## src/rtl/onewire_slave_phy.sv

```systemverilog
// 1-wire slave physical layer: reset/presence handling, slot sampling
// and open-drain answer of read slots from an armed transmit byte.
`timescale 1ns/1ps
module onewire_slave_phy #(
  parameter int CLK_US = 4,
  parameter int RST_US = 480,
  parameter int PDH_US = 30,
  parameter int PDL_US = 120,
  parameter int SMP_US = 30,
  parameter int RDL_US = 30
) (
  input  logic       clk,
  input  logic       rst,
  input  logic       owr_i,
  output logic       owr_oe,
  output logic       rst_det,
  output logic [7:0] rx_data,
  output logic       rx_vld,
  input  logic [7:0] tx_data,
  input  logic       tx_vld,
  output logic       tx_rdy,
  output logic       tx_done
);

  localparam int RST_C = CLK_US * RST_US;
  localparam int CW    = $clog2(RST_C + 1);

  localparam logic [CW-1:0] RST_M1 = CW'(RST_C - 1);
  localparam logic [CW-1:0] SMP_M1 = CW'(CLK_US * SMP_US - 1);
  localparam logic [CW-1:0] RDL_M1 = CW'(CLK_US * RDL_US - 1);
  localparam logic [CW-1:0] PDH_M1 = CW'(CLK_US * PDH_US - 1);
  localparam logic [CW-1:0] PDL_M1 = CW'(CLK_US * PDL_US - 1);
  localparam logic [CW-1:0] CNT_MX = '1;

  localparam logic [2:0] S_IDLE     = 3'd0;
  localparam logic [2:0] S_SLOT     = 3'd1;
  localparam logic [2:0] S_RST_LOW  = 3'd2;
  localparam logic [2:0] S_PRS_WAIT = 3'd3;
  localparam logic [2:0] S_PRS_LOW  = 3'd4;
  localparam logic [2:0] S_PRS_REL  = 3'd5;

  logic          sync1_q, sync1_d;
  logic          sync2_q, sync2_d;
  logic          prev_q, prev_d;
  logic [2:0]    state_q, state_d;
  logic [CW-1:0] cnt_q, cnt_d;
  logic [CW-1:0] low_cnt_q, low_cnt_d;
  logic [2:0]    bit_cnt_q, bit_cnt_d;
  logic [7:0]    rx_sh_q, rx_sh_d;
  logic [7:0]    rx_data_q, rx_data_d;
  logic          rx_vld_q, rx_vld_d;
  logic [7:0]    tx_sh_q, tx_sh_d;
  logic          armed_q, armed_d;
  logic          tx_done_q, tx_done_d;
  logic          rst_det_q, rst_det_d;

  logic          bus;
  logic          fall;
  logic          low_hit;
  logic          accept;
  logic [CW-1:0] cnt_inc;
  logic [CW-1:0] low_inc;

  assign bus     = sync2_q;
  assign fall    = ~bus & prev_q;
  assign cnt_inc = (cnt_q == CNT_MX) ? cnt_q : cnt_q + 1'b1;
  assign low_inc = (low_cnt_q == CNT_MX) ? low_cnt_q : low_cnt_q + 1'b1;

  // A 0 bit is held from the slot's first counted cycle to the read window end
  assign owr_oe = (state_q == S_PRS_LOW) |
                  ((state_q == S_SLOT) & armed_q & ~tx_sh_q[0] &
                   (cnt_q <= RDL_M1));

  assign tx_rdy = ~armed_q & (bit_cnt_q == 3'd0) &
                  (state_q != S_SLOT) & (state_q != S_RST_LOW);
  assign accept = tx_vld & tx_rdy;

  assign low_hit = ~bus & ~owr_oe & (low_cnt_q >= RST_M1);

  assign rst_det = rst_det_q;
  assign rx_data = rx_data_q;
  assign rx_vld  = rx_vld_q;
  assign tx_done = tx_done_q;

  always_comb begin
    sync1_d   = owr_i;
    sync2_d   = sync1_q;
    prev_d    = sync2_q;
    state_d   = state_q;
    cnt_d     = cnt_q;
    low_cnt_d = (~bus & ~owr_oe) ? low_inc : '0;
    bit_cnt_d = bit_cnt_q;
    rx_sh_d   = rx_sh_q;
    rx_data_d = rx_data_q;
    rx_vld_d  = 1'b0;
    tx_sh_d   = tx_sh_q;
    armed_d   = armed_q;
    tx_done_d = 1'b0;
    rst_det_d = 1'b0;

    if (accept) begin
      armed_d = 1'b1;
      tx_sh_d = tx_data;
    end

    case (state_q)
      S_IDLE: begin
        if (fall) begin
          cnt_d   = '0;
          state_d = S_SLOT;
        end
      end
      S_SLOT: begin
        cnt_d = cnt_inc;
        // The slot always runs to its sample point; a 1 bit is a released bus
        if (cnt_q == SMP_M1) begin
          rx_sh_d   = {bus, rx_sh_q[7:1]};
          bit_cnt_d = bit_cnt_q + 3'd1;
          if (armed_q) tx_sh_d = {1'b0, tx_sh_q[7:1]};
          if (bit_cnt_q == 3'd7) begin
            rx_data_d = {bus, rx_sh_q[7:1]};
            rx_vld_d  = 1'b1;
            if (armed_q) begin
              tx_done_d = 1'b1;
              armed_d   = 1'b0;
            end
          end
        end
        if ((cnt_q >= SMP_M1) & bus) begin
          state_d = S_IDLE;
        end else if (~bus & (cnt_q >= RST_M1)) begin
          state_d = S_RST_LOW;
        end
      end
      S_RST_LOW: begin
        if (bus) begin
          rst_det_d = 1'b1;
          bit_cnt_d = 3'd0;
          rx_sh_d   = 8'h00;
          armed_d   = 1'b0;
          cnt_d     = '0;
          state_d   = S_PRS_WAIT;
        end
      end
      S_PRS_WAIT: begin
        cnt_d = cnt_inc;
        if (cnt_q == PDH_M1) begin
          cnt_d   = '0;
          state_d = S_PRS_LOW;
        end
      end
      S_PRS_LOW: begin
        cnt_d = cnt_inc;
        if (cnt_q == PDL_M1) begin
          cnt_d   = '0;
          state_d = S_PRS_REL;
        end
      end
      S_PRS_REL: begin
        if (bus) state_d = S_IDLE;
      end
      default: state_d = S_IDLE;
    endcase

    // Long low outside a slot is a master reset, even mid-handshake
    if (low_hit & ((state_q == S_IDLE) | (state_q == S_PRS_WAIT) |
                   (state_q == S_PRS_REL))) begin
      state_d = S_RST_LOW;
    end
  end

  always_ff @(posedge clk) begin
    if (rst) begin
      sync1_q   <= 1'b1;
      sync2_q   <= 1'b1;
      prev_q    <= 1'b1;
      state_q   <= S_IDLE;
      cnt_q     <= '0;
      low_cnt_q <= '0;
      bit_cnt_q <= 3'd0;
      rx_sh_q   <= 8'h00;
      rx_data_q <= 8'h00;
      rx_vld_q  <= 1'b0;
      tx_sh_q   <= 8'h00;
      armed_q   <= 1'b0;
      tx_done_q <= 1'b0;
      rst_det_q <= 1'b0;
    end else begin
      sync1_q   <= sync1_d;
      sync2_q   <= sync2_d;
      prev_q    <= prev_d;
      state_q   <= state_d;
      cnt_q     <= cnt_d;
      low_cnt_q <= low_cnt_d;
      bit_cnt_q <= bit_cnt_d;
      rx_sh_q   <= rx_sh_d;
      rx_data_q <= rx_data_d;
      rx_vld_q  <= rx_vld_d;
      tx_sh_q   <= tx_sh_d;
      armed_q   <= armed_d;
      tx_done_q <= tx_done_d;
      rst_det_q <= rst_det_d;
    end
  end

endmodule

```

## config.mk

```make
export PLATFORM = sky130hd
export DESIGN_NAME = onewire_slave_phy
export DESIGN_NICKNAME = d
export VERILOG_FILES = /design/src/rtl/onewire_slave_phy.sv
export SDC_FILE = /design/constraint.sdc
export NUM_CORES = 1
export LEC_CHECK = 0
export ABC_AREA = 1
export CORE_MARGIN = 3
export CORE_UTILIZATION = 61
export CTS_BUF_LIST = sky130_fd_sc_hd__clkbuf_8 sky130_fd_sc_hd__clkbuf_16
export CTS_CLUSTER_SIZE = 28
export DETAILED_ROUTE_END_ITERATION = 8
export GPL_TIMING_DRIVEN = 0
export PLACE_DENSITY_LB_ADDON = 0.3
export SLEW_MARGIN = 20
export SYNTH_ARGS = -nofsm -noshare
export SYNTH_HDL_FRONTEND = slang
export SYNTH_SLANG_ARGS = --single-unit
export TNS_END_PERCENT = 20
```

## constraint.sdc

```tcl
create_clock -name clk -period 3.85 [get_ports clk]
set_input_delay 0.77 -clock clk [delete_from_list [all_inputs] [get_ports clk]]
set_output_delay 0.77 -clock clk [all_outputs]
set_load 0.05 [all_outputs]
```

==> impl_results.md, run 1 <==
- Post-synth EDFFs: 0
- Net Count, Synth: 399
- Fill cell count: 308
- Clock-pin slew on the worst setup and hold paths: 0.07 ns
- Final setup vio count: 0
- Crit path time final: 3.30 ns
- Core area: 0.00420 mm^2
- Wire length on met1: 2610 um
- GRT overflow: 0
- Synth top area share: 41.5%
- Final worst slack: 0.554 ns
- Port bufs: 23
- Post-CTS sizing: 0
- Place WS: 0.985 ns
- RSZ-0062 raised after global routing: no
- Register area share after synthesis: 41.5%
- Gpl congestion: 0.877
- CTS Buffer Depth: 2
- Worst min-delay path class: reg2reg
- Synth Area in Compound Gates: 11.9%
- PwrDens: 532 mW/mm^2
- Layout Nets: 433
- Mapped cell area: 0.00280 mm^2
- Setup total negative slack: 0 ns
- CTS Sinks: 58
- Synth cell types: 40
- Mux cell area share after synthesis: 0%
- Final hold vios: 0
- Die X: 73.7 um
- Fin Clk Skew: 0.0103 ns
- DPL Wire Length: 4210 um
- Max transition margin: 57.0%
- Share of layout cells above drive strength 1: 10.7%
- Clock Latency Late Sink: 0.34 ns
- P&R area growth vs syn: 16.2%
- Yosys warnings: 0
- DR vias: 2,574
- Largest family of logic cells by synthesized area: simple AND/OR/NAND/NOR gates
- Max Used Layer: met4
- DR WL met2: 2960 um
- Row cnt: 23
- Remaining DRCs: 0
- Crit Path Class: reg2out
- Fmax: 303 MHz
- GRT Total Usage: 24.9%
- Via density: 5.49
- Clk root buf: clkbuf_8
- Crit path DAT: 2.53 ns
- Synth Area in Adders: 2.24%
- Die H: 73.7 um
- Ranking of synthesized cells by area: dfxtp_1, nand2_1, nor2_1
- ANT cells: 0
- Mean Syn Cell Area: 7.32 um^2
- Global-route wire length before repair: 10,400 um
- DR WL/cell: 12.7 um
- Detail Route Antenna Nets: 0
- Synth area leader: dfxtp_1
- Number of synthesized register bits: 58
- First-pass DRT Iterations: 4
- Routed WL: 5950 um
- Status: finished clean
- CP required: 3.08 ns
- Post-Synth Simple-Gate Area: 34.2%
- Initial antenna violation count: 0
- I/O Pins: 25
- Hold-fix buffers, CTS: 0
- Slew @ Worst Pin: 0.640 ns
- Worst IR drop on VDD: 0.000474 V
- Initial core utilization: 66.6%
- Critical path startpoint category: register
- Final worst path period share: 85.6%
- Max cap viols: 0
- Vias in the first global route: 2,430
- Largest net degree at the start of global routing: 11
- Slew Limit Fails: 0
- Setup crit end kind: primary output
- Die Footprint: 0.00543 mm^2
- Synth async-reset ratio: 0%
- Leak: 1.40 nW
- Max Fanout on Critical Path: 10
- CTS tree: yes
- DR WL met3: 314 um
- Synthesized instance count: 382
- Initial DRC count: 229
- Ys flop type: dfxtp_1
- CTS H-Tree Depth: 3
- Postcts setup bufs: 0
- Num CTS Buffers: 9
- Synthesized-area fraction occupied by xor and xnor cells: 1.57%
final timing paths:
check,end,slack (ns),cells after the start,start
hold reg to reg,bus$_SDFF_PP1_,0.42,1,sync1_q$_SDFF_PP1_
setup / recovery,tx_rdy,0.55,5,state_q[1]$_SDFFE_PP0P_
setup reg to reg,cnt_q[7]$_SDFFE_PP0P_,1.86,8,cnt_q[0]$_SDFFE_PP0P_
hold / removal,bus$_SDFF_PP1_,0.42,1,sync1_q$_SDFF_PP1_
routing by layer:
layer / vias to the layer above / GRT usage, %
li1: 1313 / -
met1: 1199 / 28.8
met2: 56 / 41.2
met3: 6 / 9.44
met4: 0 / 9.66
met5: - / 0
placed cells by master, fill, tap and decap left out, drive strengths merged:
cell | synthesis | layout
xnor2 | 1 | 1
o21ai | 13 | 13
nor3 | 14 | 14
a22oi | 2 | 2
a31oi | 2 | 2
buf | 1 | 1
nor4 | 1 | 1
clkbuf | 5 | 15
nand4 | 2 | 2
xor2 | 4 | 4
a21oi | 20 | 20
or2 | 4 | 4
o31ai | 1 | 1
clkinvlp | 0 | 1
o221ai | 1 | 1
o22ai | 1 | 1
o211ai | 12 | 12
a211oi | 3 | 3
nand3 | 37 | 37
ha | 5 | 5
nand3b | 2 | 2
nand2 | 89 | 89
inv | 48 | 49
clkinv | 2 | 4
nor2 | 52 | 52
and3 | 1 | 1
nor3b | 1 | 1
clkdlybuf4s50 | 0 | 23
dfxtp | 58 | 58
cell usage after synthesis, types with 2 or more instances:
library cell and n:
nand4_1 2, nand3_1 34, a211oi_1 3, nand2_4 5, clkbuf_8 2, inv_2 7
a21oi_1 20, dfxtp_1 58, o21ai_0 11, nand2_1 83, xor2_1 4, o211ai_1 12
nor2_1 49, nor3_1 13, a31oi_1 2, a22oi_1 2, ha_1 5, nand3_2 3
inv_1 41, nor2_2 2, or2_2 4, clkbuf_1 2
critical path: stages, from the launching register on:
cell and delay [ns]:
dfxtp_1 0.44, inv_2 0.06, nand3_2 0.17, nand2_4 0.09, nor4_4 0.48, clkdlybuf4s50_1 0.93
sequential cells by signal, summed over array words and instances (netlist names), 3 cells and up:
register and cells:
low_cnt_q 11, tx_sh_q 8, bit_cnt_q 3, rx_data 8
cnt_q 11, rx_sh_q 7, state_q 3
cell families (layout without fill, tap and decap cells):
kind of cell | count (synthesis) | after routing
AND/OR/NAND/NOR | 203 | 203
XOR/XNOR | 5 | 5
adder cells (fa/ha/maj) | 5 | 5
flip-flops | 58 | 58
buffers and inverters | 56 | 93
AO/OA/AOI/OAI | 55 | 55
report_power, final:
| group | internal (mW) | switching [mW] | leakage [nW] |
|---|---|---|---|
| Sequential | 0.654 | 0.0473 | 0.470 |
| Combinational | 0.192 | 0.370 | 0.846 |
| Clock | 0.239 | 0.226 | 0.0852 |
cell type report:
class / count / area [um^2] / share of cell area [%]
clock inverter: 4 / 21.3 / 0.655
timing repair buffer: 23 / 230 / 7.09
inverter: 50 / 189 / 5.82
multi-input combinational: 268 / 1400 / 43.0
tap: 50 / 62.6 / 1.93
sequential: 58 / 1160 / 35.7
clock buffer: 10 / 138 / 4.24
buffer: 6 / 51.3 / 1.58
through the flow:
stage / instances / hold WS [ns] / power [mW] / utilization, % / area [um^2]
detailed placement: 455 / 0.413 / 1.26 / 73.5 / 3090
finish: 469 / 0.424 / 1.73 / 77.3 / 3250
floorplan: 382 / 0.389 / 1.14 / - / 2800
global placement: 455 / 0.395 / 1.25 / 73.5 / 3090
CTS: 469 / 0.430 / 1.73 / 77.3 / 3250
global route: 469 / 0.458 / 1.83 / 77.3 / 3250
Power figures use the tool's default switching activity.
==> inputs of run 2 (changes only) <==
--- a/config.mk
+++ b/config.mk
@@ -6,7 +6,7 @@
 export NUM_CORES = 1
 export LEC_CHECK = 0
 export ABC_AREA = 1
-export CORE_MARGIN = 3
+export CORE_MARGIN = 4
 export CORE_UTILIZATION = 61
 export CTS_BUF_LIST = sky130_fd_sc_hd__clkbuf_8 sky130_fd_sc_hd__clkbuf_16
 export CTS_CLUSTER_SIZE = 28
==> run 2 against run 1 <==
Effect of this change: combinational power hardly changed; setup slack worse by 0.019 ns; sequential power hardly changed; clock skew is 0.00069 ns higher; clock-buffer cell count stayed put; critical path depth stayed put; maximum frequency is 0.57% lower; cell area is 0.89% higher; largest cell class unchanged.
==> impl_results.md, run 2 (synthesis results as in run 1) <==
- Status: finished clean
- P&R area growth vs syn: 17.2%
- Vias in the first global route: 2,383
- Remaining DRCs: 0
- Setup crit end kind: primary output
- Fill cell count: 327
- DR WL/cell: 12.8 um
- Global-route wire length before repair: 9980 um
- GRT overflow: 0
- DPL Wire Length: 4190 um
- Inst Count DP: 457
- Die X: 75.7 um
- RSZ-0062 raised after global routing: no
- Gpl congestion: 0.883
- Hold-fix buffers, CTS: 0
- Max Fanout on Critical Path: 10
- Reg2reg setup slack: 1.88 ns
- Worst min-delay path class: reg2reg
- Commonest non-fill, non-tap cell in the layout: nand2_1
- Initial antenna violation count: 0
- Post-CTS sizing: 0
- I/O Pins: 25
- Leak: 1.42 nW
- Top flop regs: cnt_q (11), low_cnt_q (11)
- Fin Clk Skew: 0.0110 ns
- Area of the multi-input gates: 0.00140 mm^2
- First-pass DRT Iterations: 4
- Critical path startpoint category: register
- Die Footprint: 0.00573 mm^2
- Clock-pin slew on the worst setup and hold paths: 0.07 ns
- Row cnt: 24
- CTS Buffer Depth: 2
- R2R depth: 8
- Postcts setup bufs: 0
- Crit path DAT: 2.54 ns
- Die H: 75.7 um
- Largest net degree at the start of global routing: 11
- Clk root buf: clkbuf_8
- R2r startpoint: cnt_q[0]$_SDFFE_PP0P_
- Slew @ Worst Pin: 0.650 ns
- Worst Setup SP: state_q[1]$_SDFFE_PP0P_
- Final worst path period share: 86.1%
- CP required: 3.08 ns
- CTS Sinks: 58
- CTS tree: yes
- Slew Limit Fails: 0
- Crit Path Class: reg2out
- Clock Latency Late Sink: 0.34 ns
- PwrDens: 550 mW/mm^2
- Initial core utilization: 63.8%
- Fmax: 302 MHz
- CTS H-Tree Depth: 3
- Max transition margin: 56.3%
- DR vias: 2,580
- Max cap viols: 0
- Initial DRC count: 188
- Final setup vio count: 0
- Num CTS Buffers: 9
- Via density: 5.47
- Layout Cells excl Fill: 472
- GRT Total Usage: 23.4%
- Port bufs: 23
- Setup total negative slack: 0 ns
- Final hold vios: 0
- CP Capture Point: tx_rdy
- ANT cells: 0
- Layout Nets: 433
- Detail Route Antenna Nets: 0
- Commonest cells after routing, fill and taps aside: nand2_1, dfxtp_1, nor2_1, inv_1, nand3_1
- Worst r2r dst: cnt_q[7]$_SDFFE_PP0P_
- Worst IR drop on VDD: 0.000462 V
- Crit path time final: 3.31 ns
- Routed WL: 6020 um
- Reg area: 0.00116 mm^2
- Core area: 0.00438 mm^2
- Share of layout cells above drive strength 1: 10.7%
run 2: where the power goes:
part	switching [mW]	total (mW)	internal (mW)	leakage, nW
Combinational	0.371	0.563	0.192	0.846
Clock	0.234	0.540	0.306	0.105
Sequential	0.0463	0.700	0.654	0.470
run 2: worst max-delay path: stages, from the launching register on:
cell             delay (ns)
dfxtp_1                0.46
inv_2                  0.07
nand3_2                0.17
nand2_4                0.08
nor4_4                 0.49
clkdlybuf4s50_1        0.93
run 2: per-layer routing:
layer | up-vias | GRT usage [%] | wire length, um
li1 | 1317 | - | -
met1 | 1191 | 27.3 | 2650
met2 | 63 | 38.1 | 2970
met3 | 9 | 10.0 | 307
met4 | 0 | 9.32 | 90
met5 | - | 0 | 0
run 2: layout make-up:
cell class	instances	share of cell area (%)
well taps	52	1.99
flip-flops and latches	58	35.4
repair buffers	23	7.03
plain buffers	6	1.57
multi-input cells	268	42.6
inverters	50	5.77
clock buffers	10	4.20
clock inverters	5	1.45
run 2: metrics by stage:
step,utilization [%],power (mW),hold WS (ns),setup WS (ns),area [um^2]
floorplan,-,1.14,0.389,1.65,2800
global placement,70.5,1.25,0.396,0.969,3090
detailed placement,70.5,1.27,0.399,0.937,3090
CTS,74.7,1.81,0.408,0.528,3280
global route,74.7,1.90,0.421,0.440,3280
finish,74.7,1.80,0.405,0.535,3280
run 2: worst min path at each step:
stage / from / endpoint / slack, ns / depth (start not counted)
finish: sync1_q$_SDFF_PP1_ / bus$_SDFF_PP1_ / 0.40 / 1
global route: sync1_q$_SDFF_PP1_ / bus$_SDFF_PP1_ / 0.42 / 1
CTS: sync1_q$_SDFF_PP1_ / bus$_SDFF_PP1_ / 0.41 / 1
detailed placement: sync1_q$_SDFF_PP1_ / bus$_SDFF_PP1_ / 0.40 / 1
global placement: sync1_q$_SDFF_PP1_ / bus$_SDFF_PP1_ / 0.40 / 1
floorplan: sync1_q$_SDFF_PP1_ / bus$_SDFF_PP1_ / 0.39 / 1
==> inputs of run 3 (changes only) <==
--- a/config.mk
+++ b/config.mk
@@ -6,6 +6,7 @@
 export NUM_CORES = 1
 export LEC_CHECK = 0
 export ABC_AREA = 1
+export ABC_CLOCK_PERIOD_IN_PS = 3850
 export CORE_MARGIN = 4
 export CORE_UTILIZATION = 61
 export CTS_BUF_LIST = sky130_fd_sc_hd__clkbuf_8 sky130_fd_sc_hd__clkbuf_16
==> results of run 3 <==
The final DEF is identical to that of run 2; final timing and power are the same.
